`src/rtl/ps2_kbd_ctrl.sv`:
```
// ps2_kbd_ctrl
//   PS/2 Set-2 scan-code controller placed after Ps2_Rx. It enables the
//   receiver and folds the 0xE0 (extended) and 0xF0 (break) prefixes into
//   single key events. Each event is queued in a small first-word-fall-through
//   FIFO. A watchdog drops a prefix whose follow-up byte never arrives.
//
// Ports
//   clk_kbd_ctrl           system clock, rising edge
//   reset_kbd_ctrl         asynchronous active-low reset
//   enable_kbd_ctrl        controller enable (0: decoder idle, bytes ignored)
//   rx_done_tick_kbd_ctrl  byte-valid strobe from Ps2_Rx
//   dout_kbd_ctrl          received byte from Ps2_Rx
//   rx_en_kbd_ctrl         registered receiver enable to Ps2_Rx
//   rd_kbd_ctrl            pop strobe for the FIFO head
//   key_code_kbd_ctrl      head entry scan code
//   key_ext_kbd_ctrl       head entry was E0-prefixed
//   key_break_kbd_ctrl     head entry is a release (F0-prefixed)
//   empty_kbd_ctrl         FIFO empty
//   full_kbd_ctrl          FIFO full
//   overflow_kbd_ctrl      sticky: an event was dropped on a full FIFO
//   timeout_tick_kbd_ctrl  one-cycle pulse when the watchdog drops a prefix
module ps2_kbd_ctrl #(
    parameter int unsigned FIFO_AW        = 2,
    parameter int unsigned TIMEOUT_CYCLES = 500000,
    parameter int unsigned TO_W           = 20
) (
    input  logic       clk_kbd_ctrl,
    input  logic       reset_kbd_ctrl,
    input  logic       enable_kbd_ctrl,
    input  logic       rx_done_tick_kbd_ctrl,
    input  logic [7:0] dout_kbd_ctrl,
    output logic       rx_en_kbd_ctrl,
    input  logic       rd_kbd_ctrl,
    output logic [7:0] key_code_kbd_ctrl,
    output logic       key_ext_kbd_ctrl,
    output logic       key_break_kbd_ctrl,
    output logic       empty_kbd_ctrl,
    output logic       full_kbd_ctrl,
    output logic       overflow_kbd_ctrl,
    output logic       timeout_tick_kbd_ctrl
);

    localparam int unsigned DEPTH = 1 << FIFO_AW;

    typedef enum logic [1:0] {
        IDLE,
        EXT,
        BRK,
        EXT_BRK
    } state_t;

    state_t             state, state_nxt;
    logic               accept;
    logic               push;
    logic [9:0]         push_data;
    logic               timeout;
    logic [TO_W-1:0]    wd_cnt;

    logic [9:0]         mem [DEPTH];
    logic [FIFO_AW-1:0] wr_ptr, rd_ptr;
    logic [FIFO_AW:0]   count, count_nxt;
    logic               fifo_full_now;
    logic               do_push, do_pop;

    assign accept = rx_done_tick_kbd_ctrl & enable_kbd_ctrl;

    // ---------------- decoder FSM ----------------
    always_ff @(posedge clk_kbd_ctrl or negedge reset_kbd_ctrl) begin
        if (!reset_kbd_ctrl) state <= IDLE;
        else                 state <= state_nxt;
    end

    always_comb begin
        state_nxt = state;
        push      = 1'b0;
        push_data = {2'b00, dout_kbd_ctrl};
        timeout   = 1'b0;
        if (!enable_kbd_ctrl) begin
            state_nxt = IDLE;
        end else if (accept) begin
            case (state)
                IDLE: begin
                    if (dout_kbd_ctrl == 8'hE0)      state_nxt = EXT;
                    else if (dout_kbd_ctrl == 8'hF0) state_nxt = BRK;
                    else                             push = 1'b1;
                end
                EXT: begin
                    if (dout_kbd_ctrl == 8'hF0) state_nxt = EXT_BRK;
                    else if (dout_kbd_ctrl != 8'hE0) begin
                        push      = 1'b1;
                        push_data = {2'b10, dout_kbd_ctrl};
                        state_nxt = IDLE;
                    end
                end
                BRK: begin
                    if (dout_kbd_ctrl == 8'hE0) state_nxt = EXT_BRK;
                    else if (dout_kbd_ctrl != 8'hF0) begin
                        push      = 1'b1;
                        push_data = {2'b01, dout_kbd_ctrl};
                        state_nxt = IDLE;
                    end
                end
                EXT_BRK: begin
                    if (dout_kbd_ctrl != 8'hE0 && dout_kbd_ctrl != 8'hF0) begin
                        push      = 1'b1;
                        push_data = {2'b11, dout_kbd_ctrl};
                        state_nxt = IDLE;
                    end
                end
                default: state_nxt = IDLE;
            endcase
        end else if (state != IDLE && wd_cnt == TO_W'(TIMEOUT_CYCLES - 1)) begin
            // A byte landing on the expiry cycle wins; the prefix is kept.
            timeout   = 1'b1;
            state_nxt = IDLE;
        end
    end

    assign timeout_tick_kbd_ctrl = timeout;

    // ---------------- watchdog ----------------
    always_ff @(posedge clk_kbd_ctrl or negedge reset_kbd_ctrl) begin
        if (!reset_kbd_ctrl)
            wd_cnt <= '0;
        else if (!enable_kbd_ctrl || accept || state == IDLE || timeout)
            wd_cnt <= '0;
        else
            wd_cnt <= wd_cnt + TO_W'(1);
    end

    // ---------------- receiver enable ----------------
    always_ff @(posedge clk_kbd_ctrl or negedge reset_kbd_ctrl) begin
        if (!reset_kbd_ctrl) rx_en_kbd_ctrl <= 1'b0;
        else                 rx_en_kbd_ctrl <= enable_kbd_ctrl;
    end

    // ---------------- event FIFO ----------------
    // A pop frees the slot in the same cycle, so a push into a full FIFO is
    // accepted when it coincides with a pop.
    assign fifo_full_now = (count == (FIFO_AW+1)'(DEPTH));
    assign do_pop        = rd_kbd_ctrl & (count != '0);
    assign do_push       = push & (~fifo_full_now | do_pop);

    always_comb begin
        count_nxt = count;
        if (do_push && !do_pop)      count_nxt = count + (FIFO_AW+1)'(1);
        else if (!do_push && do_pop) count_nxt = count - (FIFO_AW+1)'(1);
    end

    always_ff @(posedge clk_kbd_ctrl or negedge reset_kbd_ctrl) begin
        if (!reset_kbd_ctrl) begin
            for (int unsigned i = 0; i < DEPTH; i++) mem[i] <= '0;
            wr_ptr            <= '0;
            rd_ptr            <= '0;
            count             <= '0;
            empty_kbd_ctrl    <= 1'b1;
            full_kbd_ctrl     <= 1'b0;
            overflow_kbd_ctrl <= 1'b0;
        end else begin
            if (do_push) begin
                mem[wr_ptr] <= push_data;
                wr_ptr      <= wr_ptr + FIFO_AW'(1);
            end
            if (do_pop) rd_ptr <= rd_ptr + FIFO_AW'(1);
            if (push && fifo_full_now && !do_pop) overflow_kbd_ctrl <= 1'b1;
            count          <= count_nxt;
            empty_kbd_ctrl <= (count_nxt == '0);
            full_kbd_ctrl  <= (count_nxt == (FIFO_AW+1)'(DEPTH));
        end
    end

    assign {key_ext_kbd_ctrl, key_break_kbd_ctrl, key_code_kbd_ctrl} = mem[rd_ptr];

endmodule
```
`config.mk`:
```
export PLATFORM = sky130hd
export DESIGN_NAME = ps2_kbd_ctrl
export DESIGN_NICKNAME = d
export VERILOG_FILES = /design/src/rtl/ps2_kbd_ctrl.sv
export SDC_FILE = /design/constraint.sdc
export NUM_CORES = 1
export LEC_CHECK = 0
export CORE_UTILIZATION = 55
export CTS_CLUSTER_DIAMETER = 100
export CTS_CLUSTER_SIZE = 28
export DETAILED_ROUTE_END_ITERATION = 10
export DONT_BUFFER_PORTS = 1
export PLACE_DENSITY = 0.8
export REMOVE_ABC_BUFFERS = 1
export SYNTH_ARGS = -nofsm -noshare
export SYNTH_HDL_FRONTEND = slang
export SYNTH_SLANG_ARGS = --single-unit
```
`constraint.sdc`:
```
create_clock -name clk_kbd_ctrl -period 2.3 [get_ports clk_kbd_ctrl]
set_input_delay 0.115 -clock clk_kbd_ctrl [delete_from_list [all_inputs] [get_ports clk_kbd_ctrl]]
set_output_delay 0.115 -clock clk_kbd_ctrl [all_outputs]
set_load 0.05 [all_outputs]
```
* After elaboration in Yosys (flattened, before gate mapping)
Index checks and enable logic that the tools add are counted.
Word-level totals: flip-flop bits (word level) 73, latch bits 0, RAM bits 0, bits in read-only memories 0, input bits 13, output and inout port bits 15, word-level logic and storage cells 102, memories kept 0
Cells by class: add/sub/neg operators 5, $mul 0, div/mod/pow operators 0, $lt $le $gt $ge 3, equality and inequality tests 15, shift-type cells 0, mux-type cells 41, bitwise gates (word level) 7, reductions and logical operators 18
Operator list (number):
- 2-to-1 mux 10 bit | 8
- bitwise mux 40 bit | 1
- case mux 10 bit (3 select lines) | 1
- adder 20 x 1 -> 20 bit (second input constant) | 1
- binary-select mux 10 bit (select 2 bit) | 1
- demux 10 bit (select 2 bit) | 1
- == test 20 x 19 -> 1 bit (second input constant) | 1
- 2-to-1 mux 2 bit | 10
- 2-to-1 mux 20 bit | 1
- 2-to-1 mux 9 bit | 2
- == test 8 bit (second input constant) | 2
- != test 8 bit (second input constant) | 2
- != test 5 bit (second input constant) | 3
- 2-to-1 mux 1 bit | 12
- case mux 2 bit (4 select lines) | 1
- logical AND 1 bit | 7
- == test 3 bit (second input constant) | 2
- greater-or-equal comparator 3 bit (second input constant) | 2
- 2-to-1 mux 3 bit | 2
- NOT 2 -> 3 bit | 2
- AND reduction 5 bit | 1
- adder 2 x 1 -> 2 bit (second input constant) | 2
- == test 2 bit (second input constant) | 2
- != test 4 bit (second input constant) | 1
- other kinds (15) | 21

* Longest topological paths before layout
word-level depth 12, gate-level depth with buffers 9

* Worst setup path before layout
Ideal clock, no wire load.
path kind register to output, from register wd_cnt[0], to output timeout_tick_kbd_ctrl, data arrival time 2.482 ns, required time 2.185 ns, slack -0.297 ns, cell stages (with the launch flop) 5, path through dfrtp_1 > ha_1 > and4_1 > nand4_1 > nor4_1
Between the ends: word-level cells in the longest chain between the ends 5
Ends and longest elaborated chain:
- from (decl) | line 57 | logic [TO_W-1:0] wd_cnt;
- from (signal assigned) | line 128 | wd_cnt <= wd_cnt + TO_W'(1);
- == test 20 x 19 -> 1 bit | line 112 | end else if (state != IDLE && wd_cnt == TO_W'(TIMEOUT_CYCLES - 1)) begin
- logical AND 1 bit | line 112
- 2-to-1 mux 1 bit | line 112
- 2-to-1 mux 1 bit | line 80 | end else if (accept) begin
- 2-to-1 mux 1 bit | line 78 | if (!enable_kbd_ctrl) begin
- to (decl) | line 40 | output logic timeout_tick_kbd_ctrl
Every way passes these cells.

* Worst setup path after layout
from register count[0], to register mem[39] (netlist name)
Between the ends: word-level cells in the longest chain between the ends 4, elaborated cells on any way between the ends 6, classes of those cells eq/ne (1); bitwise (4); reduce/logical (1)
Ends and longest elaborated chain:
- from (decl) | line 61 | logic [FIFO_AW:0] count, count_nxt;
- from (signal assigned) | line 166 | count <= count_nxt;
- nonzero test 3 bit / == test 3 bit (equally long branches) | line 141, 140
- AND 1 bit / NOT 1 bit (equally long branches) | line 141, 142
- OR 1 bit * | line 142 | assign do_push = push & (~fifo_full_now | do_pop);
- AND 1 bit * | line 142
- to (signal, indexed assignment) | line 161 | mem[wr_ptr] <= push_data;
- to (decl) | line 59 | logic [9:0] mem [DEPTH];
Mark *: on every way between the ends. The rest lies on a longest branch, timed or not. A chain may end at the register's enable or synchronous reset.

==> metrics.cfg <==
[placement]
io_buffer_count=0
place_area_mm2=0.00363
gp_congestion=0.901
dp_slack_ns=0.195
dp_hpwl_um=4310

[detailed_routing]
top_layer=met4
drc=0
firstDrtPassIters=4
routedLengthMet1_um=2990
dr_total_vias=2143
routed_wirelength_um=6590
vias_per_cell=5.75
post_drt_wl_per_cell_um=17.7
drtIter0Drc=115
met2_length_um=3170
drtAntennaViolNets=0
met3_length_um=285

[timing]
max_freq_mhz=469
final.setup.tns_ns=0
worst_slew_pin_slew_ns=0.537
fin_crit_sh=0.927
slew_headroom=0.642
hold_violations=0
period_needed_ns=2.13
drv_slew=0
finalSetupViolations=0
fin_hold_ws_ns=0.0171
rsz0062_at_grt=false
setup_slack_ns=0.167
fin_skew_ns=0.00553

[min_path]
hp-start=rd_kbd_ctrl
hold_class=in2reg

[critical_path]
start_kind=register
crit_fanout=11
reg2reg_from=count[0]
cp.required_ns=2.53
arrival_ns=2.36
cp-end-kind=register
startpoint=count[0]
critPathKind=reg2reg

[finish]
diodes=0
layout-drive-gt1-share=0.248
fin_util=0.647
fin_nets=315
area_delta_synth_final_pct=10.7
final_area_mm2=0.00392

[status]
outcome=finished, final reports clean

[synth]
synth.most_common_cell=dfrtp_1
synth_top_area_frac=0.509
ys.flop_type=dfrtp_1
synth_cell_types=38
synthArstFlopShare=1.00
synth.largest_area_cell=dfrtp_1
synth_common_cells=72 x dfrtp_1, 28 x nor2_1, 24 x mux2_4
synth-edff-count=0
synth_warnings=0
synth_area_per_cell_um2=12.9
synth.yosys.seq_area_share=0.516
ys_seq_elements=73
synthTopCellsByArea=dfrtp_1 51%, mux2_4 10%, mux4_2 6.4%
syn_area_mm2=0.00354
synthCells=275

[grt]
grt_pass1_vias=2293
grt_pass1_wl_um=11000
antenna_found_initial=0
grt-ovfl-total=0
track_usage=0.225
grt_max_degree=74

[power_and_ir_drop]
p_per_area_mw_per_mm2=1190
p_leak_nw=1.80
vdd_drop_max_mv=0.671

[floorplanning]
die_w_um=82.2
start_util=0.584
rows=28
io_pins=28
core_mm2=0.00606
die_area_mm2=0.00676
dieHeight_um=82.2

[job]
max-cap-violations=0

[clock_network]
h-tree-depth=3
cts.sinks=73
cts_resized=0
cts_tree=yes
cts.clk_slew.worst_paths_ns=0.07
clkLatencyLatePin_ns=0.35
root_buffer=clkbuf_8
max-clock-path-buffers=2
numCtsBuffers=9

## flip-flops by register name, summed over array words and instances (netlist names)
register,flops
rx_en_kbd_ctrl,1
overflow_kbd_ctrl,1
full_kbd_ctrl,1
mem,40
empty_kbd_ctrl,1
wd_cnt,20
count,3
rd_ptr,2
state,2
wr_ptr,2
## routing by layer
layer / GRT usage / up-vias
li1: - / 1001
met1: 0.290 / 1094
met2: 0.353 / 32
met3: 0.0527 / 16
met4: 0.123 / 0
met5: 0 / -
## worst paths after layout
kind                             endpoint  slack [ns]  depth (start not counted)
setup / recovery                  mem[39]        0.17                          6
setup reg to reg                  mem[39]        0.17                          6
min in group asynchronous       rd_ptr[0]        0.35                          2
hold reg to reg                 wd_cnt[0]        0.50                          1
max in group asynchronous  empty_kbd_ctrl        1.65                          2
hold / removal                  rd_ptr[0]        0.02                          2
## placed cells by master, fill, tap and decap left out, types with 2 or more instances in the layout
cell type      count
a21o_1             2
a21oi_1            2
and3_1             6
and4_1             2
buf_4              5
clkbuf_8          10
clkinv_2           4
dfrtp_1           72
dlygate4sd3_1     10
ha_1               8
inv_1              8
mux2_2            12
mux2_4            24
mux2i_1            2
mux4_2            10
nand2_1           18
nand2_4            3
nand2b_1           2
nand3_1            7
nand4_1            6
nor2_1            28
nor3_1             6
nor4_1             2
o21a_1             2
o21ai_0            7
or3_1              2
xnor2_1           16
xor2_1             7
## through the flow
step	power (mW)	cells
after floorplan	3.48	266
after global placement	3.72	347
after detailed placement	3.79	347
after CTS	4.70	373
after global routing	4.89	373
final	4.67	373
## power by group
part / internal [mW] / total (mW) / switching, mW
Sequential: 1.66 / 2.01 / 0.355
Clock: 0.407 / 0.851 / 0.443
Combinational: 0.796 / 1.81 / 1.01
Total: 2.86 / 4.67 / 1.81
## kinds of logic after synthesis
family	share of synthesized area
compound gates	0.0322
flops	0.516
simple gates	0.129
xor+xnor	0.0569
buf+inv	0.0279
mux	0.209
fa+ha+maj	0.0283
## worst max-delay path, stage by stage, from the launching register on
cell      delay [ns]
dfrtp_1         0.41
inv_1           0.12
ha_1            0.25
and3b_1         0.21
a211oi_2        0.28
nand2_1         0.37
mux2_2          0.39
## what timing repair did
item	CTS	global route
endpoints found under the setup margin	0	0
hold buffers	11	0
buffers inserted	0	0
hold endpoints to repair	103	0
## layout make-up
class / instances / area [um^2]
Multi-Input combinational cell: 185 / 1620
Clock buffer: 11 / 141
Clock inverter: 4 / 20.0
Fill cell: 446 / 2140
Inverter: 8 / 30.0
Tap cell: 75 / 93.8
Timing Repair Buffer: 17 / 185
Sequential cell: 73 / 1830
Note: power is estimated with default switching activity, not from simulation.
